$ cat config.mk
export PLATFORM = sky130hd
export DESIGN_NAME = ram_arb
export DESIGN_NICKNAME = d
export VERILOG_FILES = /design/src/rtl/ram_arb_pkg.sv /design/src/rtl/ram_arb_pick.sv /design/src/rtl/ram_arb.sv
export SDC_FILE = /design/constraint.sdc
export NUM_CORES = 1
export LEC_CHECK = 0
export CORE_MARGIN = 2
export CORE_UTILIZATION = 45
export DETAILED_ROUTE_END_ITERATION = 7
export PLACE_DENSITY = 0.85
export SLEW_MARGIN = 15
export SYNTH_ARGS = -nofsm -noshare
export SYNTH_HDL_FRONTEND = slang
export SYNTH_SLANG_ARGS = --single-unit
$ cat constraint.sdc
create_clock -name clk -period 4.6 [get_ports clk]
set_input_delay 0.92 -clock clk [delete_from_list [all_inputs] [get_ports clk]]
set_output_delay 0.92 -clock clk [all_outputs]
set_load 0.01 [all_outputs]
$ cat src/rtl/ram_arb_pkg.sv
// ---------------------------------------------------------------------------
// ram_arb_pkg
//  Shared definitions for the data-RAM arbiter:
//   - state_t : sequencer state encoding (IDLE, ACCESS, WAIT, DONE), 2 bits
//   - PORT_A / PORT_B : requester identifiers as carried in the winner flag
//   - DEF_AW / DEF_DW : default address and data widths
// ---------------------------------------------------------------------------
package ram_arb_pkg;

  typedef enum logic [1:0] {
    IDLE   = 2'd0,
    ACCESS = 2'd1,
    WAIT   = 2'd2,
    DONE   = 2'd3
  } state_t;

  localparam logic PORT_A = 1'b0;
  localparam logic PORT_B = 1'b1;

  localparam int DEF_AW = 16;
  localparam int DEF_DW = 16;

endpackage

$ cat src/rtl/ram_arb_pick.sv
// ---------------------------------------------------------------------------
// ram_arb_pick
//  Winner selection and arbitration policy state for ram_arb.
//  Build option: RAM_ARB_RR_EN
//   defined   : round-robin; a last-grant pointer (reset to port B) gives a
//               tie to the port that was not granted last.
//   undefined : fixed priority to port A with starvation relief for port B.
//               After STARVE_MAX consecutive B losses, B wins the next tie.
// Ports
//  clk, reset   : clock, asynchronous active-low reset
//  idle         : sequencer is in IDLE (the only state that arbitrates)
//  req_a, req_b : requests from the two ports
//  win          : combinational winner (PORT_A / PORT_B), valid when upd=1
//  upd          : strobe, high on every IDLE cycle that grants a port
// ---------------------------------------------------------------------------
module ram_arb_pick
  import ram_arb_pkg::*;
#(
  parameter int STARVE_MAX = 4
) (
  input  logic clk,
  input  logic reset,
  input  logic idle,
  input  logic req_a,
  input  logic req_b,
  output logic win,
  output logic upd
);

  assign upd = idle && (req_a || req_b);

`ifdef RAM_ARB_RR_EN

  logic last_reg;

  always_comb begin
    win = PORT_A;
    if (req_a && req_b) begin
      win = ~last_reg;
    end else if (req_b) begin
      win = PORT_B;
    end
  end

  always_ff @(posedge clk or negedge reset) begin
    if (!reset) begin
      last_reg <= PORT_B;
    end else if (upd) begin
      last_reg <= win;
    end
  end

`else

  localparam logic [3:0] STARVE_LIM = 4'(STARVE_MAX);

  logic [3:0] starve_cnt_reg;

  always_comb begin
    win = PORT_A;
    if (req_a && req_b) begin
      win = (starve_cnt_reg == STARVE_LIM) ? PORT_B : PORT_A;
    end else if (req_b) begin
      win = PORT_B;
    end
  end

  // Only a B request that loses counts; the count saturates at the limit and
  // any B grant (contested or not) clears it.
  always_ff @(posedge clk or negedge reset) begin
    if (!reset) begin
      starve_cnt_reg <= 4'd0;
    end else if (upd) begin
      if (win == PORT_B) begin
        starve_cnt_reg <= 4'd0;
      end else if (req_b && (starve_cnt_reg != STARVE_LIM)) begin
        starve_cnt_reg <= starve_cnt_reg + 4'd1;
      end
    end
  end

`endif

endmodule

$ cat src/rtl/ram_arb.sv
// ---------------------------------------------------------------------------
// ram_arb
//  Two-requester arbiter and sequencer for a single-port data RAM.
//  Port A (CPU) has priority; port B (debug/DMA loader) is protected from
//  starvation, or both share round-robin when RAM_ARB_RR_EN is defined
//  (see ram_arb_pick). One access at a time: IDLE -> ACCESS -> [WAIT] -> DONE.
// Parameters
//  AW, DW      : address / data width
//  RD_LAT      : RAM read latency, 1..7. ram_rdata is sampled on the clock
//                edge RD_LAT edges after the one that raised ram_en.
//  STARVE_MAX  : consecutive B losses that force a B grant, 1..15
// Ports
//  clk, reset            : clock, asynchronous active-low reset
//  req_x, we_x           : request (held until ack) and write flag
//  addr_x, wdata_x       : address / write data, sampled at grant
//  gnt_x                 : high from ACCESS through DONE for the winner
//  ack_x                 : one-cycle pulse in DONE
//  rdata_x               : captured read data, held until the next read
//  ram_en, ram_we        : RAM strobe / write enable (high in ACCESS only)
//  ram_addr, ram_wdata   : registered RAM address / write data
//  ram_rdata             : RAM read data
//  busy                  : sequencer not in IDLE
// ---------------------------------------------------------------------------
module ram_arb
  import ram_arb_pkg::*;
#(
  parameter int AW         = DEF_AW,
  parameter int DW         = DEF_DW,
  parameter int RD_LAT     = 1,
  parameter int STARVE_MAX = 4
) (
  input  logic          clk,
  input  logic          reset,
  input  logic          req_a,
  input  logic          we_a,
  input  logic [AW-1:0] addr_a,
  input  logic [DW-1:0] wdata_a,
  input  logic          req_b,
  input  logic          we_b,
  input  logic [AW-1:0] addr_b,
  input  logic [DW-1:0] wdata_b,
  output logic          gnt_a,
  output logic          gnt_b,
  output logic          ack_a,
  output logic          ack_b,
  output logic [DW-1:0] rdata_a,
  output logic [DW-1:0] rdata_b,
  output logic          ram_en,
  output logic          ram_we,
  output logic [AW-1:0] ram_addr,
  output logic [DW-1:0] ram_wdata,
  input  logic [DW-1:0] ram_rdata,
  output logic          busy
);

  localparam logic [2:0] LAT_INIT = 3'(RD_LAT - 1);

  state_t        state_reg, state_next;
  logic [2:0]    lat_cnt_reg;
  logic          win_reg;
  logic          we_reg;
  logic          ram_en_reg, ram_we_reg;
  logic [AW-1:0] ram_addr_reg;
  logic [DW-1:0] ram_wdata_reg;
  logic [DW-1:0] rdata_a_reg, rdata_b_reg;
  logic          ack_a_reg, ack_b_reg;

  logic          pick_win, pick_upd;
  logic          we_sel;
  logic [AW-1:0] addr_sel;
  logic [DW-1:0] wdata_sel;
  logic          capture;

  ram_arb_pick #(
    .STARVE_MAX (STARVE_MAX)
  ) u_pick (
    .clk   (clk),
    .reset (reset),
    .idle  (state_reg == IDLE),
    .req_a (req_a),
    .req_b (req_b),
    .win   (pick_win),
    .upd   (pick_upd)
  );

  assign we_sel    = (pick_win == PORT_B) ? we_b    : we_a;
  assign addr_sel  = (pick_win == PORT_B) ? addr_b  : addr_a;
  assign wdata_sel = (pick_win == PORT_B) ? wdata_b : wdata_a;

  // Next-state logic
  always_comb begin
    state_next = state_reg;
    case (state_reg)
      IDLE: begin
        if (pick_upd) begin
          state_next = ACCESS;
        end
      end
      ACCESS: begin
        if (we_reg || (RD_LAT == 1)) begin
          state_next = DONE;
        end else begin
          state_next = WAIT;
        end
      end
      WAIT: begin
        // lat_cnt enters WAIT at RD_LAT-1, so the last WAIT cycle sees 1
        if (lat_cnt_reg <= 3'd1) begin
          state_next = DONE;
        end
      end
      DONE: begin
        state_next = IDLE;
      end
      default: begin
        state_next = IDLE;
      end
    endcase
  end

  // Read data is sampled on the edge that moves the sequencer into DONE, so
  // it is already valid in the ack cycle.
  assign capture = ((state_reg == ACCESS) || (state_reg == WAIT)) &&
                   (state_next == DONE) && !we_reg;

  always_ff @(posedge clk or negedge reset) begin
    if (!reset) begin
      state_reg <= IDLE;
    end else begin
      state_reg <= state_next;
    end
  end

  // Grant bookkeeping and RAM bus registers. Address/data hold between
  // accesses; only the strobes return to 0.
  always_ff @(posedge clk or negedge reset) begin
    if (!reset) begin
      win_reg       <= PORT_A;
      we_reg        <= 1'b0;
      ram_addr_reg  <= '0;
      ram_wdata_reg <= '0;
    end else if (pick_upd) begin
      win_reg       <= pick_win;
      we_reg        <= we_sel;
      ram_addr_reg  <= addr_sel;
      ram_wdata_reg <= wdata_sel;
    end
  end

  always_ff @(posedge clk or negedge reset) begin
    if (!reset) begin
      ram_en_reg <= 1'b0;
      ram_we_reg <= 1'b0;
    end else begin
      ram_en_reg <= (state_next == ACCESS);
      ram_we_reg <= (state_next == ACCESS) && we_sel;
    end
  end

  always_ff @(posedge clk or negedge reset) begin
    if (!reset) begin
      lat_cnt_reg <= 3'd0;
    end else if (state_reg == ACCESS) begin
      lat_cnt_reg <= LAT_INIT;
    end else if ((state_reg == WAIT) && (lat_cnt_reg != 3'd0)) begin
      lat_cnt_reg <= lat_cnt_reg - 3'd1;
    end
  end

  always_ff @(posedge clk or negedge reset) begin
    if (!reset) begin
      rdata_a_reg <= '0;
      rdata_b_reg <= '0;
    end else if (capture) begin
      if (win_reg == PORT_B) begin
        rdata_b_reg <= ram_rdata;
      end else begin
        rdata_a_reg <= ram_rdata;
      end
    end
  end

  always_ff @(posedge clk or negedge reset) begin
    if (!reset) begin
      ack_a_reg <= 1'b0;
      ack_b_reg <= 1'b0;
    end else begin
      ack_a_reg <= (state_next == DONE) && (win_reg == PORT_A);
      ack_b_reg <= (state_next == DONE) && (win_reg == PORT_B);
    end
  end

  assign busy      = (state_reg != IDLE);
  assign gnt_a     = busy && (win_reg == PORT_A);
  assign gnt_b     = busy && (win_reg == PORT_B);
  assign ack_a     = ack_a_reg;
  assign ack_b     = ack_b_reg;
  assign rdata_a   = rdata_a_reg;
  assign rdata_b   = rdata_b_reg;
  assign ram_en    = ram_en_reg;
  assign ram_we    = ram_we_reg;
  assign ram_addr  = ram_addr_reg;
  assign ram_wdata = ram_wdata_reg;

endmodule

==> metrics.csv, run 1 <==
stage,metric,value,unit
critical_path,setup.worst_path.class,register to primary output,
sta,final.min_clock_period,2860,ps
critical_path,timing.critical_path.arrival,1940,ps
logic_synthesis,syn_nets,384,
logic_synthesis,yosysUniqueCellTypes,29,
floorplanning,std_cell_rows,32,
min_path,holdCritPathClass,register to register,
logic_synthesis,synth-compound-area-share,7.24,%
floorplanning,io-pin-count,157,
pwr,finalPower,3310,µW
sta,total_of_endpoints_with_negative_setup_slack_in_the_final_report,0,
cts,cts_buffer_depth,2,
critical_path,startpoint_type_of_the_worst_setup_path,register,
cts,tritoncts.num_buffers,9,
critical_path,crit_required,3680,ps
logic_synthesis,multiplexer_share_of_the_synthesized_area,22.0,%
global_routing,maximum_number_of_pins_on_one_net_before_global_route_repair,80,
floorplanning,core_area,7730,µm²
logic_synthesis,synth_xor_area_share,0.245,%
logic_synthesis,yosysTopAreaCell,sky130_fd_sc_hd__dfrtp_1,
logic_synthesis,syn_area,3580,µm²
floorplanning,die_height,93.1,µm
logic_synthesis,synth_top_cells_by_area,"sky130_fd_sc_hd__dfrtp_1, sky130_fd_sc_hd__mux2i_1, sky130_fd_sc_hd__mux2_4, sky130_fd_sc_hd__a21oi_1, sky130_fd_sc_hd__nor2_1",
cts,htreeDepth,3,
route,routed_wire_length_per_instance,15.1,µm
placed_design,dp_hpwl,6260,µm
logic_synthesis,synth-adder-area-share,2.80,%
logic_synthesis,post_synth_and_or_nand_nor_area_fraction,8.26,%
route,firstDrtPassIters,3,
global_routing,grt_pass1_wl,13400,µm
global_routing,grt_antenna_before_repair,0,
global_routing,met1_demand_to_capacity_share_in_global_routing,22.1,%
cts,worstSkewPairLatency,340,ps
sta,report.final.slew_viol_count,0,
cells_and_area,drive_above_1_share,13.3,%
cts,holdBufCountCts,0,
global_routing,grt_pass1_vias,2812,
global_routing,gr-usage-all-layers,19.5,%
route,drtIter0Drc,59,
placed_design,gp_routability_congestion,0.741,
outcome,run_status,"complete, no violations",
logic_synthesis,synth.ff_latch_count,79,
route,routed_via_density,4.92,
logic_synthesis,share_of_flip_flops_with_an_asynchronous_set_or_reset_after_synthesis,100,%
cts,cts_root_buf,sky130_fd_sc_hd__clkbuf_8,
cells_and_area,fin_util,69.5,%
logic_synthesis,synth_largest_type_area_fraction,55.3,%
global_routing,gr-total-overflow,0,
sta,worst_clock_skew,13.3,ps
route,final_antenna_net_count,0,
logic_synthesis,synth_sequential_area_ratio,55.3,%
floorplanning,die-width,93.1,µm
critical_path,path_max_fanout,9,
logic_synthesis,synth-main-ff-cell,sky130_fd_sc_hd__dfrtp_1,
pwr,total_leakage_power,0.00231,µW
sta,max_slew.worst_pin.slew,984,ps
cells_and_area,design.final.nets,539,
logic_synthesis,combinational_family_with_the_most_area_after_synthesis,multiplexers,
floorplanning,start_util,46.3,%
sta,grt_setup_unrepaired,false,
run,number_of_violations_of_the_max_capacitance_limit,0,
global_routing,grt_util_met2,34.8,%
cells_and_area,area_delta_synth_final,50.2,%
logic_synthesis,netlist_instances,290,
logic_synthesis,synthesis.area_per_instance,12.3,µm²
pwr,vdd_drop_max,0.277,mV
route,drt_wl_total,8350,µm
cts,cts.reportedPaths.clkPinSlew,80,ps
cts,clock_sinks,79,
cells_and_area,final.fill_count,577,
floorplanning,floorplan.die_area,8680,µm²
logic_synthesis,yosys_warnings,0,
sta,timing.final.hold_violations,0,
cells_and_area,num_antenna_cells,0,
cts,post-cts-setup-buffer-count,0,
cts,post_cts.resized_instances,0,
sta,max-slew-margin-rel,34.4,%
global_routing,grt_busiest_layer,met2,
critical_path,worst_setup_path_end_kind,primary output,
sta,finalSetupTns,0,ps
pwr,cellPowerDensity,616,nW/µm²
sta,layout_worst_path_cycle_share,62.1,%
route,drc_violations_left,0,
logic_synthesis,synth_edf_count,0,
sta,fmaxAchievable,0.350,GHz
cts,clock_tree_from_tritoncts,done,
route,via_count,2715,
global_routing,grt_util_met3,6.12,%
placed_design,port-buffer-count,156,
where the power goes:
| part | internal, µW | leakage (µW) | switching, µW |
|---|---|---|---|
| Combinational | 943 | 0.00129 | 676 |
| Clock | 208 | 0.0000892 | 283 |
| Sequential | 1020 | 0.000930 | 180 |
| Total | 2170 | 0.00231 | 1140 |
layer usage:
metal | wire [µm] | up-vias | share of wire [%]
li1 | - | 1309 | -
met1 | 3260 | 1289 | 39
met2 | 4270 | 100 | 51
met3 | 634 | 17 | 7.6
met4 | 173 | 0 | 2.1
met5 | 0 | - | 0
synth_stat cells (all sizes together) (3+ instances only):
library cell	count
dfrtp	79
ha	8
mux2i	33
nand2	9
mux2	34
o21ai	5
nor3	5
a21oi	35
clkbuf	3
inv	10
buf	11
nor2	44
nand3	4
critical path, cell delays in order (launching register included):
cell	delay, ps
sky130_fd_sc_hd__dfrtp_1	410
sky130_fd_sc_hd__inv_1	140
sky130_fd_sc_hd__ha_1	390
sky130_fd_sc_hd__inv_1	150
sky130_fd_sc_hd__clkdlybuf4s50_1	510
cell usage in the layout (no fill, tap or decap), drive strengths merged, types with 2 or more instances in the layout:
cell,Yosys,final
a21oi,35,35
buf,11,3
clkbuf,3,9
clkdlybuf4s50,0,155
clkinvlp,0,2
dfrtp,79,79
ha,8,8
inv,10,15
mux2,34,34
mux2i,33,33
nand2,9,9
nand3,4,4
nor2,44,44
nor3,5,5
o21ai,5,5
path summary, 6_finish.rpt:
check,from,end,slack [ps],cells past startpoint
max,state_reg[0],busy,1740,4
min,rdata_a[0],rdata_a[0],510,1
max reg2reg,u_pick.starve_cnt_reg[0],ram_addr[2],2110,7
min reg2reg,rdata_a[0],rdata_a[0],510,1
max in group asynchronous,reset,ram_addr[14],3230,1
min in group asynchronous,reset,lat_cnt_reg[0],740,1
cells by family (layout without fill, tap and decap cells):
group           count (synthesis)  count (layout)
xor+xnor                        1               1
buf+inv                        24             184
compound gates                 45              45
flops                          79              79
mux                            67              67
simple gates                   66              66
fa+ha+maj                       8               8
metrics by stage:
step	area [µm²]	setup slack [ps]	hold WS (ps)	instances
after floorplan	3580	2640	473	290
after global placement	5190	1530	488	536
after detailed placement	5190	1440	497	536
after CTS	5370	1720	516	552
after global routing	5370	1620	535	552
final	5370	1740	514	552
area by class of cell:
| cell class | instances | area (µm²) | area share [%] |
|---|---|---|---|
| Sequential cell | 79 | 1980 | 36.8 |
| Timing Repair Buffer | 158 | 1570 | 29.3 |
| Multi-Input combinational cell | 187 | 1470 | 27.4 |
| Tap cell | 102 | 128 | 2.38 |
| Clock buffer | 9 | 124 | 2.31 |
| Clock inverter | 7 | 61.3 | 1.14 |
| Inverter | 10 | 37.5 | 0.699 |
(Power assumes the default switching activity.)
==> inputs of run 2 (changes only) <==
--- a/config.mk
+++ b/config.mk
@@ -6,9 +6,9 @@
 export NUM_CORES = 1
 export LEC_CHECK = 0
 export CORE_MARGIN = 2
-export CORE_UTILIZATION = 45
+export CORE_UTILIZATION = 42
 export DETAILED_ROUTE_END_ITERATION = 7
-export PLACE_DENSITY = 0.85
+export PLACE_DENSITY = 0.8
 export SLEW_MARGIN = 15
 export SYNTH_ARGS = -nofsm -noshare
 export SYNTH_HDL_FRONTEND = slang
==> constraint.sdc (replaced) <==
create_clock -name clk -period 2.95 [get_ports clk]
set_input_delay 0.59 -clock clk [delete_from_list [all_inputs] [get_ports clk]]
set_output_delay 0.59 -clock clk [all_outputs]
set_load 0.01 [all_outputs]
==> run 2 against run 1 <==
Against the previous run: power grew 61%; critical path depth is the same; die area grew 6.8%; setup slack lost 1300 ps; sequential power grew 57%; design area grew 1.4%; via count shrank 0.33%; wire length grew 1.1%; cell count grew 0.54%; clock power grew 83%; largest power group unchanged; highest routed layer unchanged.
==> metrics.csv, run 2 (synthesis gave the netlist of run 1 again) <==
stage,metric,value,unit,change
outcome,run_status,"complete, no violations",,unchanged
floorplanning,io-pin-count,157,,unchanged
route,drtIter0Drc,93,,was 59
cts,post_cts.resized_instances,0,,unchanged
cts,clock_tree_from_tritoncts,done,,unchanged
cells_and_area,drive_above_1_share,13.3,%,unchanged
pwr,power_switching_share,32.8,%,was 34.4%
sta,worst_clock_skew,9.18,ps,was 13.3 ps
cts,clock_sinks,79,,unchanged
pwr,cellPowerDensity,979,nW/µm²,was 616 nW/µm²
cells_and_area,num_antenna_cells,0,,unchanged
sta,max-slew-margin-rel,35.1,%,was 34.4%
cells_and_area,final_common_cell,sky130_fd_sc_hd__clkdlybuf4s50_1,,unchanged
run,number_of_violations_of_the_max_capacitance_limit,0,,unchanged
cts,worstSkewPairLatency,340,ps,about the same
floorplanning,start_util,43.5,%,was 46.3%
pwr,power.share.clock,16.9,%,was 14.8%
critical_path,startpoint_type_of_the_worst_setup_path,register,,unchanged
global_routing,gr-total-overflow,0,,unchanged
placed_design,gp_routability_congestion,0.738,,was 0.741
cells_and_area,commonest_cells_after_routing_fill_and_taps_aside,"sky130_fd_sc_hd__clkdlybuf4s50_1, sky130_fd_sc_hd__dfrtp_1, sky130_fd_sc_hd__nor2_1",,unchanged
placed_design,pre_cts_slack,484,ps,was 1440 ps
placed_design,port-buffer-count,156,,unchanged
global_routing,gr-usage-all-layers,18.7,%,was 19.5%
route,drc_violations_left,0,,unchanged
critical_path,timing.critical_path.arrival,1940,ps,about the same
route,routed_via_density,4.88,,was 4.92
pwr,total_leakage_power,0.00234,µW,was 0.00231 µW
floorplanning,core_area,8220,µm²,was 7730 µm²
cells_and_area,multiInputGateArea,1470,µm²,unchanged
min_path,holdCritPathClass,input port to async pin,,was register to register
global_routing,grt_antenna_before_repair,0,,unchanged
cts,holdBufCountCts,0,,unchanged
cells_and_area,regArea,1980,µm²,unchanged
sta,worst_slack,420,ps,was 1740 ps
sta,layout_worst_path_cycle_share,85.8,%,
route,final_antenna_net_count,0,,unchanged
critical_path,crit_required,2360,ps,was 3680 ps
global_routing,grt_pass1_vias,2762,,"was 2,812"
critical_path,worst_setup_path_end_kind,primary output,,unchanged
cells_and_area,final.fill_count,644,,was 577
pwr,combPwrFrac,47.8,%,was 48.9%
cts,cts_root_buf,sky130_fd_sc_hd__clkbuf_8,,unchanged
sta,final.min_clock_period,2530,ps,
route,drt_wl_total,8440,µm,was 8350 µm
cts,post-cts-setup-buffer-count,0,,unchanged
floorplanning,floorplan.die_area,9270,µm²,was 8680 µm²
route,firstDrtPassIters,4,,was 3
cts,tritoncts.num_buffers,9,,unchanged
floorplanning,die-width,96.3,µm,was 93.1 µm
route,routed_wire_length_per_instance,15.2,µm,was 15.1 µm
sta,fmaxAchievable,0.395,GHz,
cts,cts_buffer_depth,2,,unchanged
sta,finalSetupTns,0,ps,unchanged
floorplanning,std_cell_rows,33,,was 32
sta,grt_setup_unrepaired,false,,unchanged
placed_design,placed_cells,539,,was 536
sta,report.final.slew_viol_count,0,,unchanged
cts,cts.reportedPaths.clkPinSlew,90,ps,was 80 ps
sta,total_of_endpoints_with_negative_setup_slack_in_the_final_report,0,,unchanged
placed_design,dp_hpwl,6370,µm,was 6260 µm
pwr,p_sw,1750,µW,was 1140 µW
global_routing,grt_pass1_wl,13200,µm,"was 13,400 µm"
pwr,vdd_drop_max,0.432,mV,was 0.277 mV
route,via_count,2706,,"was 2,715"
sta,timing.final.hold_violations,0,,unchanged
critical_path,setup.worst_path.class,register to primary output,,unchanged
pwr,sequential_cell_fraction_of_total_power,35.4,%,was 36.2%
critical_path,path_max_fanout,9,,unchanged
cells_and_area,area_delta_synth_final,52.3,%,was 50.2%
global_routing,maximum_number_of_pins_on_one_net_before_global_route_repair,80,,unchanged
sta,max_slew.worst_pin.slew,974,ps,was 984 ps
cts,htreeDepth,3,,unchanged
cells_and_area,design.final.nets,539,,unchanged
floorplanning,die_height,96.3,µm,was 93.1 µm
cells_and_area,post_route_insts_no_fill,555,,was 552
pwr,internal-power,3580,µW,was 2170 µW
run 2: cell count changes in the layout (fill, tap and decap cells not counted), sizes merged:
cell      before  now
bufinv         0    2
clkbuf         9   10
clkinv         0    3
clkinvlp       2    1
inv           15   10
run 2: through the flow:
step | cell area (µm²) | power [µW] | hold WS [ps] | util [%]
floorplan | 3580 | 3150 | 294 | -
global placement | 5220 | 4390 | 492 | 63.5
detailed placement | 5220 | 4480 | 498 | 63.5
CTS | 5450 | 5410 | 440 | 66.3
global route | 5450 | 5690 | 487 | 66.3
finish | 5450 | 5330 | 400 | 66.3
run 2: path summary, 6_finish.rpt:
check / cells after the start / end / start / slack, ps
max reg2reg: 6 / rdata_a[9] / state_reg[0] / 790
min: 1 / ram_addr[15] / reset / 400
max: 4 / busy / state_reg[0] / 420
max in group asynchronous: 1 / ack_b / reset / 1910
min in group clk: 1 / rdata_b[6] / rdata_b[6] / 510
min reg2reg: 1 / rdata_b[6] / rdata_b[6] / 510
run 2: final cells by class:
cell class                 count  area share, %
clock buffer                  10           2.53
clock inverter                 6           1.72
inverter                      10          0.689
multi-input combinational    187           27.0
sequential                    79           36.3
tap                          105           2.41
timing repair buffer         158           29.4
run 2: routing by layer:
metal	global-route usage, %	share of wire [%]	up-vias
met5	0	0	-
met4	6.19	1.2	0
met3	7.60	9.6	10
met2	31.2	50	108
met1	21.7	40	1287
li1	-	-	1301
run 2: worst max-delay path, stage by stage (launching register included):
cell,delay (ps)
sky130_fd_sc_hd__dfrtp_1,400
sky130_fd_sc_hd__inv_1,140
sky130_fd_sc_hd__ha_1,410
sky130_fd_sc_hd__inv_1,150
sky130_fd_sc_hd__clkdlybuf4s50_1,520
run 2: power groups by stage:
stage                     Clock [µW]  Combinational, µW  Sequential (µW)
after floorplan                    0               1080             2070
after global placement             0               2500             1880
after detailed placement           0               2580             1900
after CTS                        929               2590             1890
after global routing             975               2770             1950
final                            900               2550             1880
==> inputs of run 3 (changes only) <==
--- a/config.mk
+++ b/config.mk
@@ -5,6 +5,7 @@
 export SDC_FILE = /design/constraint.sdc
 export NUM_CORES = 1
 export LEC_CHECK = 0
+export CORE_ASPECT_RATIO = 0.75
 export CORE_MARGIN = 2
 export CORE_UTILIZATION = 42
 export DETAILED_ROUTE_END_ITERATION = 7
==> run 3 against run 2 <==
Against the previous run: design area grew 0.85%; clock power grew 17%; hold slack gained 16 ps; register-to-register slack lost 100 ps; combinational power is essentially flat; die area is essentially flat; core utilization shrank 0.47 points; wire length shrank 1.5%; non-clock buffer count is the same; via count grew 0.41%; sequential power is essentially flat; cell count grew 0.54%; critical endpoint unchanged; largest cell class unchanged.
==> metrics.csv, run 3 (synthesis gave the netlist of run 1 again) <==
stage,metric,value,unit,change
pwr,vdd_drop_max,0.533,mV,was 0.432 mV
floorplanning,start_util,42.8,%,was 43.5%
pwr,internal-power,3650,µW,was 3580 µW
cts,clock_sinks,79,,unchanged
sta,report.final.slew_viol_count,0,,unchanged
route,via_count,2717,,"was 2,706"
floorplanning,die-width,111,µm,was 96.3 µm
critical_path,setup.worst_path.class,register to primary output,,unchanged
placed_design,dp_hpwl,6270,µm,was 6370 µm
pwr,combPwrFrac,46.4,%,was 47.8%
global_routing,grt_pass1_wl,14200,µm,"was 13,200 µm"
sta,layout_worst_path_cycle_share,87.4,%,was 85.8%
cells_and_area,commonest_cells_after_routing_fill_and_taps_aside,"sky130_fd_sc_hd__clkdlybuf4s50_1, sky130_fd_sc_hd__dfrtp_1, sky130_fd_sc_hd__nor2_1",,unchanged
sta,grt_setup_unrepaired,false,,unchanged
critical_path,crit_path_start,state_reg[0],,unchanged
run,number_of_violations_of_the_max_capacitance_limit,0,,unchanged
pwr,sequential_cell_fraction_of_total_power,34.4,%,was 35.4%
route,final_antenna_net_count,0,,unchanged
pwr,p_sw,1830,µW,was 1750 µW
outcome,run_status,"complete, no violations",,unchanged
cells_and_area,final_common_cell,sky130_fd_sc_hd__clkdlybuf4s50_1,,unchanged
critical_path,crit_required,2360,ps,about the same
sta,worst_clock_skew,8.29,ps,was 9.18 ps
global_routing,gr-usage-all-layers,18.9,%,was 18.7%
placed_design,gp_routability_congestion,0.750,,was 0.738
pwr,cellPowerDensity,998,nW/µm²,was 979 nW/µm²
cts,cts_root_buf,sky130_fd_sc_hd__clkbuf_16,,was sky130_fd_sc_hd__clkbuf_8
pwr,power_switching_share,33.4,%,was 32.8%
sta,timing.final.hold_violations,0,,unchanged
critical_path,startpoint_type_of_the_worst_setup_path,register,,unchanged
cts,post-cts-setup-buffer-count,0,,unchanged
cts,htreeDepth,3,,unchanged
critical_path,path_max_fanout,9,,unchanged
critical_path,worst_setup_path_end_kind,primary output,,unchanged
floorplanning,floorplan.die_area,9280,µm²,was 9270 µm²
global_routing,maximum_number_of_pins_on_one_net_before_global_route_repair,80,,unchanged
global_routing,gr-total-overflow,0,,unchanged
sta,fmaxAchievable,0.388,GHz,was 0.395 GHz
sta,hold_slack,416,ps,was 400 ps
floorplanning,core_area,8350,µm²,was 8220 µm²
pwr,power.share.clock,19.1,%,was 16.9%
route,drtIter0Drc,107,,was 93
route,routed_via_density,4.87,,was 4.88
sta,total_of_endpoints_with_negative_setup_slack_in_the_final_report,0,,unchanged
cells_and_area,area_delta_synth_final,53.6,%,was 52.3%
cts,worstSkewPairLatency,330,ps,was 340 ps
min_path,holdCritPathClass,input port to async pin,,unchanged
pwr,total_leakage_power,0.00236,µW,was 0.00234 µW
placed_design,port-buffer-count,156,,unchanged
sta,max_slew.worst_pin.slew,978,ps,was 974 ps
route,routed_wire_length_per_instance,14.9,µm,was 15.2 µm
global_routing,grt_antenna_before_repair,0,,unchanged
cts,holdBufCountCts,0,,unchanged
route,drt_wl_total,8310,µm,was 8440 µm
cells_and_area,num_antenna_cells,0,,unchanged
cells_and_area,drive_above_1_share,13.3,%,unchanged
cts,cts_buffer_depth,2,,unchanged
cts,clock_tree_from_tritoncts,done,,unchanged
cells_and_area,design.final.nets,539,,unchanged
route,drc_violations_left,0,,unchanged
cts,tritoncts.num_buffers,9,,unchanged
cells_and_area,final.fill_count,658,,was 644
floorplanning,std_cell_rows,29,,was 33
critical_path,timing.critical_path.arrival,1990,ps,was 1940 ps
floorplanning,die_height,83.9,µm,was 96.3 µm
sta,max-slew-margin-rel,34.8,%,was 35.1%
sta,finalSetupTns,0,ps,unchanged
pwr,finalPower,5480,µW,was 5330 µW
global_routing,grt_pass1_vias,2918,,"was 2,762"
cts,post_cts.resized_instances,0,,unchanged
cells_and_area,fin_util,65.8,%,was 66.3%
cts,cts.reportedPaths.clkPinSlew,70,ps,was 90 ps
sta,final.min_clock_period,2580,ps,was 2530 ps
route,firstDrtPassIters,4,,unchanged
floorplanning,io-pin-count,157,,unchanged
critical_path,r2r_start,state_reg[0],,unchanged
run 3: power groups by stage:
stage,clock (µW),combinational (µW),sequential (µW)
detailed placement,0,2570,1900
CTS,1080,2580,1890
finish,1050,2550,1890
floorplan,0,1080,2070
global placement,0,2490,1880
global route,1130,2760,1950
run 3: path summary, 6_finish.rpt:
path | to | slack, ps | cells past startpoint
worst min-delay path | u_pick.starve_cnt_reg[2] | 420 | 1
min in group clk | rdata_b[14] | 510 | 1
worst max-delay path | busy | 370 | 4
worst min register to register | rdata_b[14] | 510 | 1
worst max register to register | rdata_a[14] | 690 | 6
max in group asynchronous | ram_addr[5] | 1890 | 1
run 3: area by class of cell:
cell class | instances | area, µm² | share of cell area (%)
sequential | 79 | 1980 | 36.0
timing repair buffer | 158 | 1590 | 28.9
multi-input combinational | 187 | 1470 | 26.8
clock buffer | 9 | 225 | 4.10
tap | 108 | 135 | 2.46
clock inverter | 7 | 61.3 | 1.12
inverter | 10 | 37.5 | 0.683
run 3: metal layers:
| metal | share of wire, % | GRT usage, % |
|---|---|---|
| met3 | 7.4 | 6.54 |
| met2 | 50 | 32.8 |
| met1 | 41 | 22.9 |
| met4 | 1.1 | 4.20 |
| met5 | 0 | 0 |
run 3: stage by stage:
step / instances / setup WS (ps) / cell area (µm²)
final: 558 / 372 / 5490
after global routing: 558 / 270 / 5490
after CTS: 558 / 365 / 5490
after detailed placement: 542 / 463 / 5210
after global placement: 542 / 538 / 5210
after floorplan: 290 / 1070 / 3580
run 3: critical path, stage by stage (launching register included):
cell and delay (ps):
sky130_fd_sc_hd__dfrtp_1 400, sky130_fd_sc_hd__inv_1 160, sky130_fd_sc_hd__ha_1 420, sky130_fd_sc_hd__inv_1 160, sky130_fd_sc_hd__clkdlybuf4s50_1 510
